<file path="src/rtl/ssb_sync_pkg.sv">
// Shared types and constants for the SSB sync controller and its SSS bit gate.
package ssb_sync_pkg;

    typedef enum logic [1:0] {
        SEARCH  = 2'd0,
        CONFIRM = 2'd1,
        TRACK   = 2'd2
    } main_state_t;

    typedef enum logic [1:0] {
        IDLE = 2'd0,
        SKIP = 2'd1,
        XFER = 2'd2,
        WAIT = 2'd3
    } sss_state_t;

    localparam logic [1:0] PSS_MODE_SEARCH = 2'd0;
    localparam logic [1:0] PSS_MODE_TRACK  = 2'd1;

    localparam int N_ID_1_W = 9;
    localparam int N_ID_W   = 10;

    function automatic int max3(input int a, input int b, input int c);
        int m;
        m = (a > b) ? a : b;
        return (m > c) ? m : c;
    endfunction

endpackage

</file>
<file path="src/rtl/sss_bit_gate.sv">
// SSS sub-FSM: skips the leading subcarriers, forwards the SSS bits, then waits
// for the SSS detector result or gives up after a timeout.
module sss_bit_gate
    import ssb_sync_pkg::*;
#(
    parameter int SSS_START   = 63,
    parameter int SSS_LEN     = 127,
    parameter int SSS_TIMEOUT = 4096
) (
    input  logic                clk_i,
    input  logic                reset_ni,
    input  logic                arm_i,
    input  logic                abort_i,
    input  logic                sc_tdata_i,
    input  logic                sc_tvalid_i,
    input  logic [N_ID_1_W-1:0] n_id_1_i,
    input  logic                n_id_1_valid_i,
    output logic                bit_tdata_o,
    output logic                bit_tvalid_o,
    output logic [N_ID_1_W-1:0] n_id_1_o,
    output logic                done_o,
    output logic                timeout_o,
    output logic                busy_o
);

    localparam int CW = $clog2(max3(SSS_START, SSS_LEN, SSS_TIMEOUT) + 1);
    localparam logic [CW-1:0] START_LAST = CW'(SSS_START - 1);
    localparam logic [CW-1:0] LEN_LAST   = CW'(SSS_LEN - 1);
    localparam logic [CW-1:0] TMO_LAST   = CW'(SSS_TIMEOUT - 1);

    sss_state_t          state_q, state_d;
    logic [CW-1:0]       cnt_q, cnt_d;
    logic                bit_q, bit_d;
    logic                vld_q, vld_d;
    logic [N_ID_1_W-1:0] nid1_q, nid1_d;
    logic                done_q, done_d;
    logic                tmo_q, tmo_d;

    always_comb begin
        state_d = state_q;
        cnt_d   = cnt_q;
        bit_d   = bit_q;
        vld_d   = 1'b0;
        nid1_d  = nid1_q;
        done_d  = 1'b0;
        tmo_d   = 1'b0;
        case (state_q)
            IDLE: if (arm_i) begin
                cnt_d   = '0;
                state_d = SKIP;
            end
            SKIP: if (sc_tvalid_i) begin
                if (cnt_q == START_LAST) begin
                    cnt_d   = '0;
                    state_d = XFER;
                end else begin
                    cnt_d = cnt_q + CW'(1);
                end
            end
            XFER: if (sc_tvalid_i) begin
                vld_d = 1'b1;
                bit_d = sc_tdata_i;
                if (cnt_q == LEN_LAST) begin
                    cnt_d   = '0;
                    state_d = WAIT;
                end else begin
                    cnt_d = cnt_q + CW'(1);
                end
            end
            WAIT: begin
                if (n_id_1_valid_i) begin
                    nid1_d  = n_id_1_i;
                    done_d  = 1'b1;
                    state_d = IDLE;
                end else if (cnt_q == TMO_LAST) begin
                    tmo_d   = 1'b1;
                    state_d = IDLE;
                end else begin
                    cnt_d = cnt_q + CW'(1);
                end
            end
            default: state_d = IDLE;
        endcase
        // Lock loss kills any in-flight transfer; no bit strobe may follow it.
        if (abort_i) begin
            state_d = IDLE;
            vld_d   = 1'b0;
            done_d  = 1'b0;
            tmo_d   = 1'b0;
        end
    end

    always_ff @(posedge clk_i or negedge reset_ni) begin
        if (!reset_ni) begin
            state_q <= IDLE;
            cnt_q   <= '0;
            bit_q   <= 1'b0;
            vld_q   <= 1'b0;
            nid1_q  <= '0;
            done_q  <= 1'b0;
            tmo_q   <= 1'b0;
        end else begin
            state_q <= state_d;
            cnt_q   <= cnt_d;
            bit_q   <= bit_d;
            vld_q   <= vld_d;
            nid1_q  <= nid1_d;
            done_q  <= done_d;
            tmo_q   <= tmo_d;
        end
    end

    assign bit_tdata_o  = bit_q;
    assign bit_tvalid_o = vld_q;
    assign n_id_1_o     = nid1_q;
    assign done_o       = done_q;
    assign timeout_o    = tmo_q;
    assign busy_o       = (state_q != IDLE);

endmodule

</file>
<file path="src/rtl/ssb_sync_ctrl.sv">
// Cell acquisition sequencer: PSS search -> confirm -> track, with one SSS
// attempt per lock. Optional SSB_SYNC_CTRL_STATS_EN adds lock-loss/timeout counters.
module ssb_sync_ctrl
    import ssb_sync_pkg::*;
#(
    parameter int SSB_PERIOD_CYCLES = 76800,
    parameter int WINDOW_HALF       = 64,
    parameter int CONFIRM_CNT       = 2,
    parameter int LOSS_CNT          = 3,
    parameter int SSS_START         = 63,
    parameter int SSS_LEN           = 127,
    parameter int SSS_TIMEOUT       = 4096
) (
    input  logic                clk_i,
    input  logic                reset_ni,
    input  logic [1:0]          N_id_2_i,
    input  logic                N_id_2_valid_i,
    output logic [1:0]          PSS_detector_mode_o,
    output logic [1:0]          requested_N_id_2_o,
    input  logic                SSS_sc_tdata_i,
    input  logic                SSS_sc_tvalid_i,
    output logic                m_axis_SSS_bit_tdata,
    output logic                m_axis_SSS_bit_tvalid,
    input  logic [N_ID_1_W-1:0] N_id_1_i,
    input  logic                N_id_1_valid_i,
    output logic [N_ID_W-1:0]   N_id_o,
    output logic                N_id_valid_o,
    output logic                locked_o,
    output logic [2:0]          state_debug_o
`ifdef SSB_SYNC_CTRL_STATS_EN
    ,
    output logic [15:0]         lock_loss_cnt_o,
    output logic [15:0]         sss_timeout_cnt_o
`endif
);

    localparam int TW = $clog2(SSB_PERIOD_CYCLES + WINDOW_HALF + 1);
    localparam int HW = $clog2(CONFIRM_CNT + 1);
    localparam int MW = $clog2(LOSS_CNT + 1);
    localparam logic [TW-1:0] WIN_LO = TW'(SSB_PERIOD_CYCLES - WINDOW_HALF);
    localparam logic [TW-1:0] WIN_HI = TW'(SSB_PERIOD_CYCLES + WINDOW_HALF);
    localparam logic [TW-1:0] PERIOD = TW'(SSB_PERIOD_CYCLES);

    main_state_t       state_q, state_d;
    logic [TW-1:0]     timer_q, timer_d;
    logic [HW-1:0]     hits_q, hits_d;
    logic [MW-1:0]     misses_q, misses_d;
    logic [1:0]        nid2_q, nid2_d;
    logic [1:0]        mode_q, mode_d;
    logic [1:0]        req_q, req_d;
    logic              locked_q, locked_d;
    logic [N_ID_W-1:0] nid_q, nid_d;
    logic              nid_valid_q, nid_valid_d;
    logic              nid_known_q, nid_known_d;
    logic              in_win, hit, expire, arm, abort, lost;

    logic                sss_done, sss_tmo, sss_busy;
    logic [N_ID_1_W-1:0] sss_nid1;

    always_comb begin
        in_win = (timer_q >= WIN_LO) && (timer_q <= WIN_HI);
        hit    = N_id_2_valid_i && in_win && (N_id_2_i == nid2_q);
        expire = (timer_q == WIN_HI) && !hit;

        state_d     = state_q;
        hits_d      = hits_q;
        misses_d    = misses_q;
        nid2_d      = nid2_q;
        nid_d       = nid_q;
        nid_valid_d = 1'b0;
        nid_known_d = nid_known_q;
        arm         = 1'b0;
        abort       = 1'b0;
        lost        = 1'b0;
        // Timer reads the number of cycles since the reference peak; a hit
        // reloads 1 because the next cycle is already one cycle past the peak.
        timer_d     = (state_q == SEARCH) ? '0 : timer_q + TW'(1);

        case (state_q)
            SEARCH: if (N_id_2_valid_i) begin
                nid2_d  = N_id_2_i;
                timer_d = TW'(1);
                hits_d  = HW'(1);
                state_d = CONFIRM;
            end
            CONFIRM: begin
                if (hit) begin
                    timer_d = TW'(1);
                    if (int'(hits_q) + 1 >= CONFIRM_CNT) begin
                        state_d  = TRACK;
                        misses_d = '0;
                        arm      = 1'b1;
                    end else begin
                        hits_d = hits_q + HW'(1);
                    end
                end else if (expire) begin
                    state_d = SEARCH;
                end
            end
            TRACK: begin
                if (sss_done) begin
                    nid_d       = N_ID_W'(sss_nid1) * N_ID_W'(3) + N_ID_W'(nid2_q);
                    nid_valid_d = 1'b1;
                    nid_known_d = 1'b1;
                end
                if (hit) begin
                    misses_d = '0;
                    timer_d  = TW'(1);
                    arm      = !nid_known_q;
                end else if (expire) begin
                    if (int'(misses_q) + 1 >= LOSS_CNT) begin
                        state_d     = SEARCH;
                        timer_d     = '0;
                        misses_d    = '0;
                        nid_d       = '0;
                        nid_valid_d = 1'b0;
                        nid_known_d = 1'b0;
                        abort       = 1'b1;
                        lost        = 1'b1;
                    end else begin
                        misses_d = misses_q + MW'(1);
                        timer_d  = timer_q - PERIOD + TW'(1);
                    end
                end
            end
            default: state_d = SEARCH;
        endcase

        mode_d   = (state_d == SEARCH) ? PSS_MODE_SEARCH : PSS_MODE_TRACK;
        req_d    = nid2_d;
        locked_d = (state_d == TRACK);
    end

    always_ff @(posedge clk_i or negedge reset_ni) begin
        if (!reset_ni) begin
            state_q     <= SEARCH;
            timer_q     <= '0;
            hits_q      <= '0;
            misses_q    <= '0;
            nid2_q      <= '0;
            mode_q      <= PSS_MODE_SEARCH;
            req_q       <= '0;
            locked_q    <= 1'b0;
            nid_q       <= '0;
            nid_valid_q <= 1'b0;
            nid_known_q <= 1'b0;
        end else begin
            state_q     <= state_d;
            timer_q     <= timer_d;
            hits_q      <= hits_d;
            misses_q    <= misses_d;
            nid2_q      <= nid2_d;
            mode_q      <= mode_d;
            req_q       <= req_d;
            locked_q    <= locked_d;
            nid_q       <= nid_d;
            nid_valid_q <= nid_valid_d;
            nid_known_q <= nid_known_d;
        end
    end

    sss_bit_gate #(
        .SSS_START  (SSS_START),
        .SSS_LEN    (SSS_LEN),
        .SSS_TIMEOUT(SSS_TIMEOUT)
    ) u_gate (
        .clk_i         (clk_i),
        .reset_ni      (reset_ni),
        .arm_i         (arm),
        .abort_i       (abort),
        .sc_tdata_i    (SSS_sc_tdata_i),
        .sc_tvalid_i   (SSS_sc_tvalid_i),
        .n_id_1_i      (N_id_1_i),
        .n_id_1_valid_i(N_id_1_valid_i),
        .bit_tdata_o   (m_axis_SSS_bit_tdata),
        .bit_tvalid_o  (m_axis_SSS_bit_tvalid),
        .n_id_1_o      (sss_nid1),
        .done_o        (sss_done),
        .timeout_o     (sss_tmo),
        .busy_o        (sss_busy)
    );

    assign PSS_detector_mode_o = mode_q;
    assign requested_N_id_2_o  = req_q;
    assign N_id_o              = nid_q;
    assign N_id_valid_o        = nid_valid_q;
    assign locked_o            = locked_q;
    assign state_debug_o       = {sss_busy, state_q};

`ifdef SSB_SYNC_CTRL_STATS_EN
    logic [15:0] lock_loss_q, lock_loss_d;
    logic [15:0] sss_tmo_cnt_q, sss_tmo_cnt_d;

    always_comb begin
        lock_loss_d   = lock_loss_q;
        sss_tmo_cnt_d = sss_tmo_cnt_q;
        if (lost && lock_loss_q != 16'hFFFF) lock_loss_d = lock_loss_q + 16'd1;
        if (sss_tmo && sss_tmo_cnt_q != 16'hFFFF) sss_tmo_cnt_d = sss_tmo_cnt_q + 16'd1;
    end

    always_ff @(posedge clk_i or negedge reset_ni) begin
        if (!reset_ni) begin
            lock_loss_q   <= '0;
            sss_tmo_cnt_q <= '0;
        end else begin
            lock_loss_q   <= lock_loss_d;
            sss_tmo_cnt_q <= sss_tmo_cnt_d;
        end
    end

    assign lock_loss_cnt_o   = lock_loss_q;
    assign sss_timeout_cnt_o = sss_tmo_cnt_q;
`else
    logic sss_tmo_unused;
    assign sss_tmo_unused = sss_tmo;
`endif

endmodule

</file>
<file path="config.mk">
export PLATFORM = sky130hd
export DESIGN_NAME = ssb_sync_ctrl
export DESIGN_NICKNAME = d
export VERILOG_FILES = /design/src/rtl/ssb_sync_pkg.sv /design/src/rtl/sss_bit_gate.sv /design/src/rtl/ssb_sync_ctrl.sv
export SDC_FILE = /design/constraint.sdc
export NUM_CORES = 1
export LEC_CHECK = 0
export CORE_ASPECT_RATIO = 2
export CORE_MARGIN = 2
export CORE_UTILIZATION = 30
export DETAILED_ROUTE_END_ITERATION = 10
export SLEW_MARGIN = 20
export SYNTH_ARGS = -nofsm -noshare
export SYNTH_HDL_FRONTEND = slang
export SYNTH_SLANG_ARGS = --single-unit
</file>
<file path="constraint.sdc">
create_clock -name clk_i -period 3.2 [get_ports clk_i]
set_input_delay 0.48 -clock clk_i [delete_from_list [all_inputs] [get_ports clk_i]]
set_output_delay 0.48 -clock clk_i [all_outputs]
set_load 0.05 [all_outputs]
</file>
==> impl_metrics.py, run 1 <==
metrics = {
    "run_status": {
        "status": "finished, final reports clean",
    },
    "route": {
        "dr_total_vias": 3228,
        "route.detailed.wl_per_inst_microns": 16.1,
        "vias_per_cell": 5.33,
        "first_pass_iters": 4,
        "finalWirelength_microns": 9740,
        "ant_nets": 0,
        "drc": 0,
        "drt-initial-drc-count": 150,
    },
    "layout": {
        "regArea_sq_mm": 0.00165,
        "fillCellCount": 1344,
        "utilization": 0.368,
        "final_area_sq_mm": 0.00492,
        "multi_input_comb_area_sq_mm": 0.00225,
        "diodes": 0,
        "layout_commonest_cell": "dfrtp_1",
        "area_growth_pct": 20.7,
        "final_cell_mix": "dfrtp_1 (66), clkdlybuf4s50_1 (35), nor2_1 (33)",
        "final_nets": 494,
        "drive_above_1_share": 0.124,
    },
    "sta": {
        "slew-limit-headroom": 0.535,
        "hold_violations": 0,
        "finalSetupViolCount": 0,
        "finalCriticalPeriod_ps": 2700,
        "min_period_over_period": 0.843,
        "tightest_slew_ps": 698,
        "max_freq_mhz": 371,
        "final.setup.tns_ps": 0,
        "skew_ps": 4.93,
        "drv_slew": 0,
        "rsz0062_at_grt": "false",
    },
    "critical_path": {
        "end_kind": "flop",
        "timing.critical_path.buf_inv": 0,
        "cp_cell_sequence": "fa_1 > ha_1 > fa_1 > a21oi_1 > o21ai_0 > a211oi_1 > o21bai_1 > xor2_1 > a22o_1",
        "crit_slowest_cell": "fa_1",
        "crit_family": "adder cells",
        "worstSetupStartpointType": "flop",
        "arrival_ps": 2910,
        "cp.required_ps": 3420,
        "cpMostUsedCell": "fa_1",
        "path_class": "flop to flop",
        "crit_fanout": 3,
        "cpPeakStageDelay_ps": 470,
    },
    "place": {
        "gp_congestion": 0.833,
        "dp_hpwl_microns": 7390,
        "place_area_sq_mm": 0.00459,
        "port_buffers": 36,
    },
    "run": {
        "drv_cap": 0,
    },
    "pwr": {
        "switchingPower_mw": 0.990,
        "p_leak_nw": 2.24,
        "combPwrFrac": 0.268,
        "ir_drop_mv": 0.373,
        "switching_share": 0.338,
        "internal-power_mw": 1.94,
        "power_density_mw_per_mm2": 596,
        "power.total_mw": 2.93,
        "p_clk_frac": 0.367,
        "seqPwrFrac": 0.365,
    },
    "clock_network": {
        "cts-root-buf": "clkbuf_16",
        "clockBufferDepth": 2,
        "cts_made_buffers": 9,
        "cts_tree": "yes",
        "cts_hold_buffers": 0,
        "cts.sinks": 66,
        "clkLatencyLatePin_ps": 330,
        "clkTransAtPathRegs_ps": 60,
        "htreeDepth": 3,
        "ctsResizeCount": 0,
        "post_cts_buffers": 0,
    },
    "synthesis": {
        "syn_nets": 458,
        "async_flop_share": 1.00,
        "synth-edff-count": 0,
        "synthCells": 410,
        "synth_area_per_cell_sq_um": 9.94,
        "seq_area_frac_synth": 0.405,
        "ys_ff_latch": 66,
        "synthTopCellsByArea": "dfrtp_1 (41%), ha_1 (8.9%), mux2_2 (4.1%)",
        "synth_warnings": 0,
        "synth.distinct_cells": 68,
        "yosys.area.top_type": "dfrtp_1",
        "yosys.area.top_type_share": 0.405,
        "netlist_area_sq_mm": 0.00408,
        "synth_ff_type": "dfrtp_1",
    },
    "global_route": {
        "gr-total-overflow": 0,
        "grt_max_degree": 40,
        "grt_usage": 0.143,
        "grt_pass1_wl_microns": 16400,
        "antenna_found_initial": 0,
        "grt_pass1_vias": 3429,
    },
    "floorplan": {
        "dieArea_sq_mm": 0.0146,
        "start_util": 0.305,
        "num_rows": 60,
        "core_sq_mm": 0.0134,
        "die-width_microns": 86.4,
        "chipHeight_microns": 169,
        "io_pins": 38,
    },
    "min_path": {
        "worstHoldPathType": "input port to asynchronous set/reset pin",
    },
}
state kept, by name, indices dropped and copies added (netlist names):
name and flops:
timer_q 17, u_gate.cnt_q 13, N_id_o 10, u_gate.n_id_1_o 9, hits_q 2, misses_q 2, requested_N_id_2_o 2, state_q 2
u_gate.state_q 2, N_id_valid_o 1, PSS_detector_mode_o 1, locked_o 1, nid_known_q 1, u_gate.bit_tdata_o 1, u_gate.bit_tvalid_o 1, u_gate.done_o 1
power groups by stage:
stage / logic [mW] / registers, mW / clock network [mW]
after global placement: 0.780 / 1.08 / 0
after global routing: 0.874 / 1.09 / 1.13
final: 0.785 / 1.07 / 1.08
after CTS: 0.795 / 1.07 / 1.10
after detailed placement: 0.790 / 1.08 / 0
after floorplan: 0.493 / 1.13 / 0
per-stage QoR:
step | cells | hold slack (ps) | setup WS [ps]
after floorplan | 410 | 184 | 412
after global placement | 590 | 463 | 417
after detailed placement | 590 | 474 | 385
after CTS | 606 | 218 | 485
after global routing | 606 | 263 | 377
final | 606 | 193 | 503
path summary, 6_finish.rpt:
check / cells past startpoint / endpoint / from / slack [ps]
setup / recovery: 9 / N_id_o[9] / u_gate.n_id_1_o[0] / 500
hold / removal: 1 / u_gate.bit_tvalid_o / reset_ni / 190
setup reg to reg: 9 / N_id_o[9] / u_gate.n_id_1_o[0] / 500
hold reg to reg: 1 / nid_known_q / nid_known_q / 490
max in group asynchronous: 2 / N_id_valid_o / reset_ni / 2350
min in group clk_i: 1 / nid_known_q / nid_known_q / 490
cell families after synthesis:
family / Yosys count / synth area share
multiplexers: 20 / 0.0540
AND/OR/NAND/NOR: 132 / 0.173
buffers and inverters: 40 / 0.0427
flip-flops: 66 / 0.405
XOR/XNOR: 24 / 0.0516
other: 1 / 0.000920
adder cells (fa/ha/maj): 31 / 0.0989
AO/OA/AOI/OAI: 96 / 0.173
final cells by class:
type / count / share of cell area
Clock inverter: 6 / 0.0181
Multi-Input combinational cell: 304 / 0.457
Sequential cell: 66 / 0.336
Inverter: 24 / 0.0183
Clock buffer: 10 / 0.0486
Timing Repair Buffer: 41 / 0.0824
Tap cell: 155 / 0.0394
per-layer routing:
layer,vias up,GRT usage,share of wire
met3,19,0.0302,0.041
li1,1567,-,-
met5,-,0,0
met2,81,0.268,0.57
met1,1561,0.144,0.36
met4,0,0.0686,0.029
synthesized netlist by cell type, types with 2 or more instances:
cell type and instances:
o31ai_1 2, o21bai_1 2, mux2_2 15, a41oi_1 2, nor2_1 33, nor3_1 25
nor3_4 2, buf_4 3, o2bb2ai_1 5, a211oi_1 4, xnor2_1 13, o21ai_0 16
a31oi_1 3, o31a_1 2, nand3_1 9, a22o_1 11, a21o_1 4, a21oi_1 15
o21ai_2 2, nor3_2 2, ha_1 29, dfrtp_1 66, buf_2 4, nand4_1 8
or2_2 2, o211ai_1 3, mux2i_1 4, a221o_1 2, a21oi_2 2, nor4_1 2
nand2_1 28, inv_1 24, o21a_1 4, a211o_1 3, xor2_1 11, clkbuf_1 7
and3_1 5, nand2b_1 5, fa_1 2
No activity file was read; power rests on OpenSTA's default activity.
==> run 2, diff against run 1 <==
clock period = 2.6 ns   (was 3.2 ns; I/O delays follow)
==> impl_metrics.py, run 2 (synthesis results as in run 1) <==
metrics = {
    "global_route": {
        "gr-total-overflow": 0,
        "grt_pass1_wl_microns": 16600,
        "grt_pass1_vias": 3441,
        "grt_max_degree": 41,
        "grt_usage": 0.145,
        "antenna_found_initial": 0,
    },
    "critical_path": {
        "worstSetupStartpointType": "flop",
        "end_kind": "flop",
        "cp_cell_sequence": "fa_2 > ha_2 > fa_2 > a21oi_4 > o21ai_1 > a211oi_2 > o21bai_1 > xor2_1 > a22o_1",
        "timing.critical_path.buf_inv": 0,
        "cpMostUsedCell": "fa_2",
        "crit_fanout": 3,
        "path_class": "flop to flop",
        "crit_slowest_cell": "fa_2",
        "cpPeakStageDelay_ps": 460,
        "cp.required_ps": 2820,
        "crit_family": "adder cells",
        "rrSetupSlack_ps": 80,
        "arrival_ps": 2740,
    },
    "floorplan": {
        "die-width_microns": 86.4,
        "chipHeight_microns": 169,
        "dieArea_sq_mm": 0.0146,
        "io_pins": 38,
        "start_util": 0.305,
        "num_rows": 60,
        "core_sq_mm": 0.0134,
    },
    "place": {
        "dp_hpwl_microns": 7640,
        "port_buffers": 36,
        "post-place-ws_ps": -32.2,
        "place_area_sq_mm": 0.00469,
        "gp_congestion": 0.842,
    },
    "run": {
        "drv_cap": 0,
    },
    "sta": {
        "slew-limit-headroom": 0.628,
        "finalCriticalPeriod_ps": 2520,
        "tightest_slew_ps": 554,
        "min_period_over_period": 0.968,
        "fin_ws_ps": 82.3,
        "drv_slew": 0,
        "hold_violations": 0,
        "rsz0062_at_grt": "false",
        "skew_ps": 6.89,
        "whs_ps": 440,
        "max_freq_mhz": 397,
        "final.setup.tns_ps": 0,
        "finalSetupViolCount": 0,
    },
    "clock_network": {
        "cts.sinks": 66,
        "cts_tree": "yes",
        "clockBufferDepth": 2,
        "post_cts_buffers": 0,
        "cts-root-buf": "clkbuf_16",
        "htreeDepth": 3,
        "clkLatencyLatePin_ps": 340,
        "clkTransAtPathRegs_ps": 60,
        "cts_made_buffers": 9,
    },
    "route": {
        "met2_wirelength_microns": 5610,
        "route.detailed.wl_per_inst_microns": 16.2,
        "finalWirelength_microns": 10100,
        "drt-initial-drc-count": 147,
        "m1WireLength_microns": 3740,
        "drc": 0,
        "dr_total_vias": 3355,
        "met3_length_microns": 298,
        "first_pass_iters": 4,
        "ant_nets": 0,
        "maxUsedRoutingLayer": "met4",
        "vias_per_cell": 5.40,
    },
    "layout": {
        "registers.top_by_ff_count": "timer_q",
        "final_nets": 509,
        "final_cell_mix": "dfrtp_1 (65), clkdlybuf4s50_1 (35), nor2_1 (33)",
        "layout_commonest_cell": "dfrtp_1",
        "area_growth_pct": 24.2,
        "drive_above_1_share": 0.167,
        "largest_reg_flops": 17,
        "final_area_sq_mm": 0.00506,
        "diodes": 0,
        "fillCellCount": 1342,
    },
    "run_status": {
        "status": "finished, final reports clean",
    },
    "pwr": {
        "seqPwrFrac": 0.362,
        "ir_drop_mv": 0.363,
        "p_leak_nw": 2.32,
        "switchingPower_mw": 1.23,
        "power_density_mw_per_mm2": 720,
        "internal-power_mw": 2.42,
        "combPwrFrac": 0.272,
        "switching_share": 0.337,
        "p_clk_frac": 0.365,
    },
    "min_path": {
        "worstHoldPathType": "input port to asynchronous set/reset pin",
    },
}
## run 2: changes by cell type in the layout (fill, tap and decap cells not counted), sizes merged
cell / before / now
inv: 25 / 24
clkinv: 1 / 3
clkinvlp: 2 / 1
dlygate4sd3: 0 / 1
buf: 6 / 20
## run 2: metrics by stage
stage / utilization / instances / power [mW]
floorplan: - / 410 / 2.00
global placement: 0.351 / 604 / 2.30
detailed placement: 0.351 / 604 / 2.33
CTS: 0.377 / 621 / 3.68
global route: 0.379 / 621 / 3.83
finish: 0.379 / 621 / 3.64
## run 2: final timing paths
kind / start / end / depth (start not counted)
worst max-delay path: u_gate.n_id_1_o[1] / N_id_o[9] / 9
worst min-delay path: reset_ni / requested_N_id_2_o[0] / 2
worst max register to register: u_gate.n_id_1_o[1] / N_id_o[9] / 9
worst min register to register: nid_known_q / nid_known_q / 1
max in group asynchronous: reset_ni / requested_N_id_2_o[1] / 3
min in group clk_i: nid_known_q / nid_known_q / 1
## run 2: layout make-up
class,count,area [sq um],area share
Multi-Input combinational cell,304,2290,0.452
Sequential cell,66,1650,0.327
Timing Repair Buffer,56,508,0.100
Clock buffer,10,239,0.0472
Tap cell,155,194,0.0383
Clock inverter,6,90.1,0.0178
Inverter,24,90.1,0.0178
## run 2: repair_timing
action | in CTS | in global routing
pin swaps | 1 | 1
hold buffers | 1 | 0
endpoints found under the setup margin | 2 | 2
gates resized for setup | 3 | 4
endpoints found under the hold margin | 7 | 0
## run 2: power groups by stage
stage / Sequential (mW) / Clock [mW] / Combinational, mW
after floorplan: 1.39 / 0 / 0.607
after global placement: 1.33 / 0 / 0.977
after detailed placement: 1.33 / 0 / 0.992
after CTS: 1.32 / 1.36 / 1.00
after global routing: 1.34 / 1.40 / 1.09
final: 1.32 / 1.33 / 0.992
## run 2: layer usage
metal  up-vias  GRT usage
li1       1596          -
met1      1652      0.148
met2        77      0.269
met3        30     0.0249
met4         0     0.0795
met5         -          0
## run 2: worst reg2reg max path, cell delays in order (launching register included)
cell and delay, ps:
dfrtp_1 420, fa_2 460, ha_2 220, fa_2 380, a21oi_4 150, o21ai_1 100, a211oi_2 240, o21bai_1 110
xor2_1 140, a22o_1 180
==> run 3, diff against run 2 <==
TNS_END_PERCENT = 30   (was not set)
==> results of run 3 <==
Final layout, timing and power as in run 2 (identical DEF).
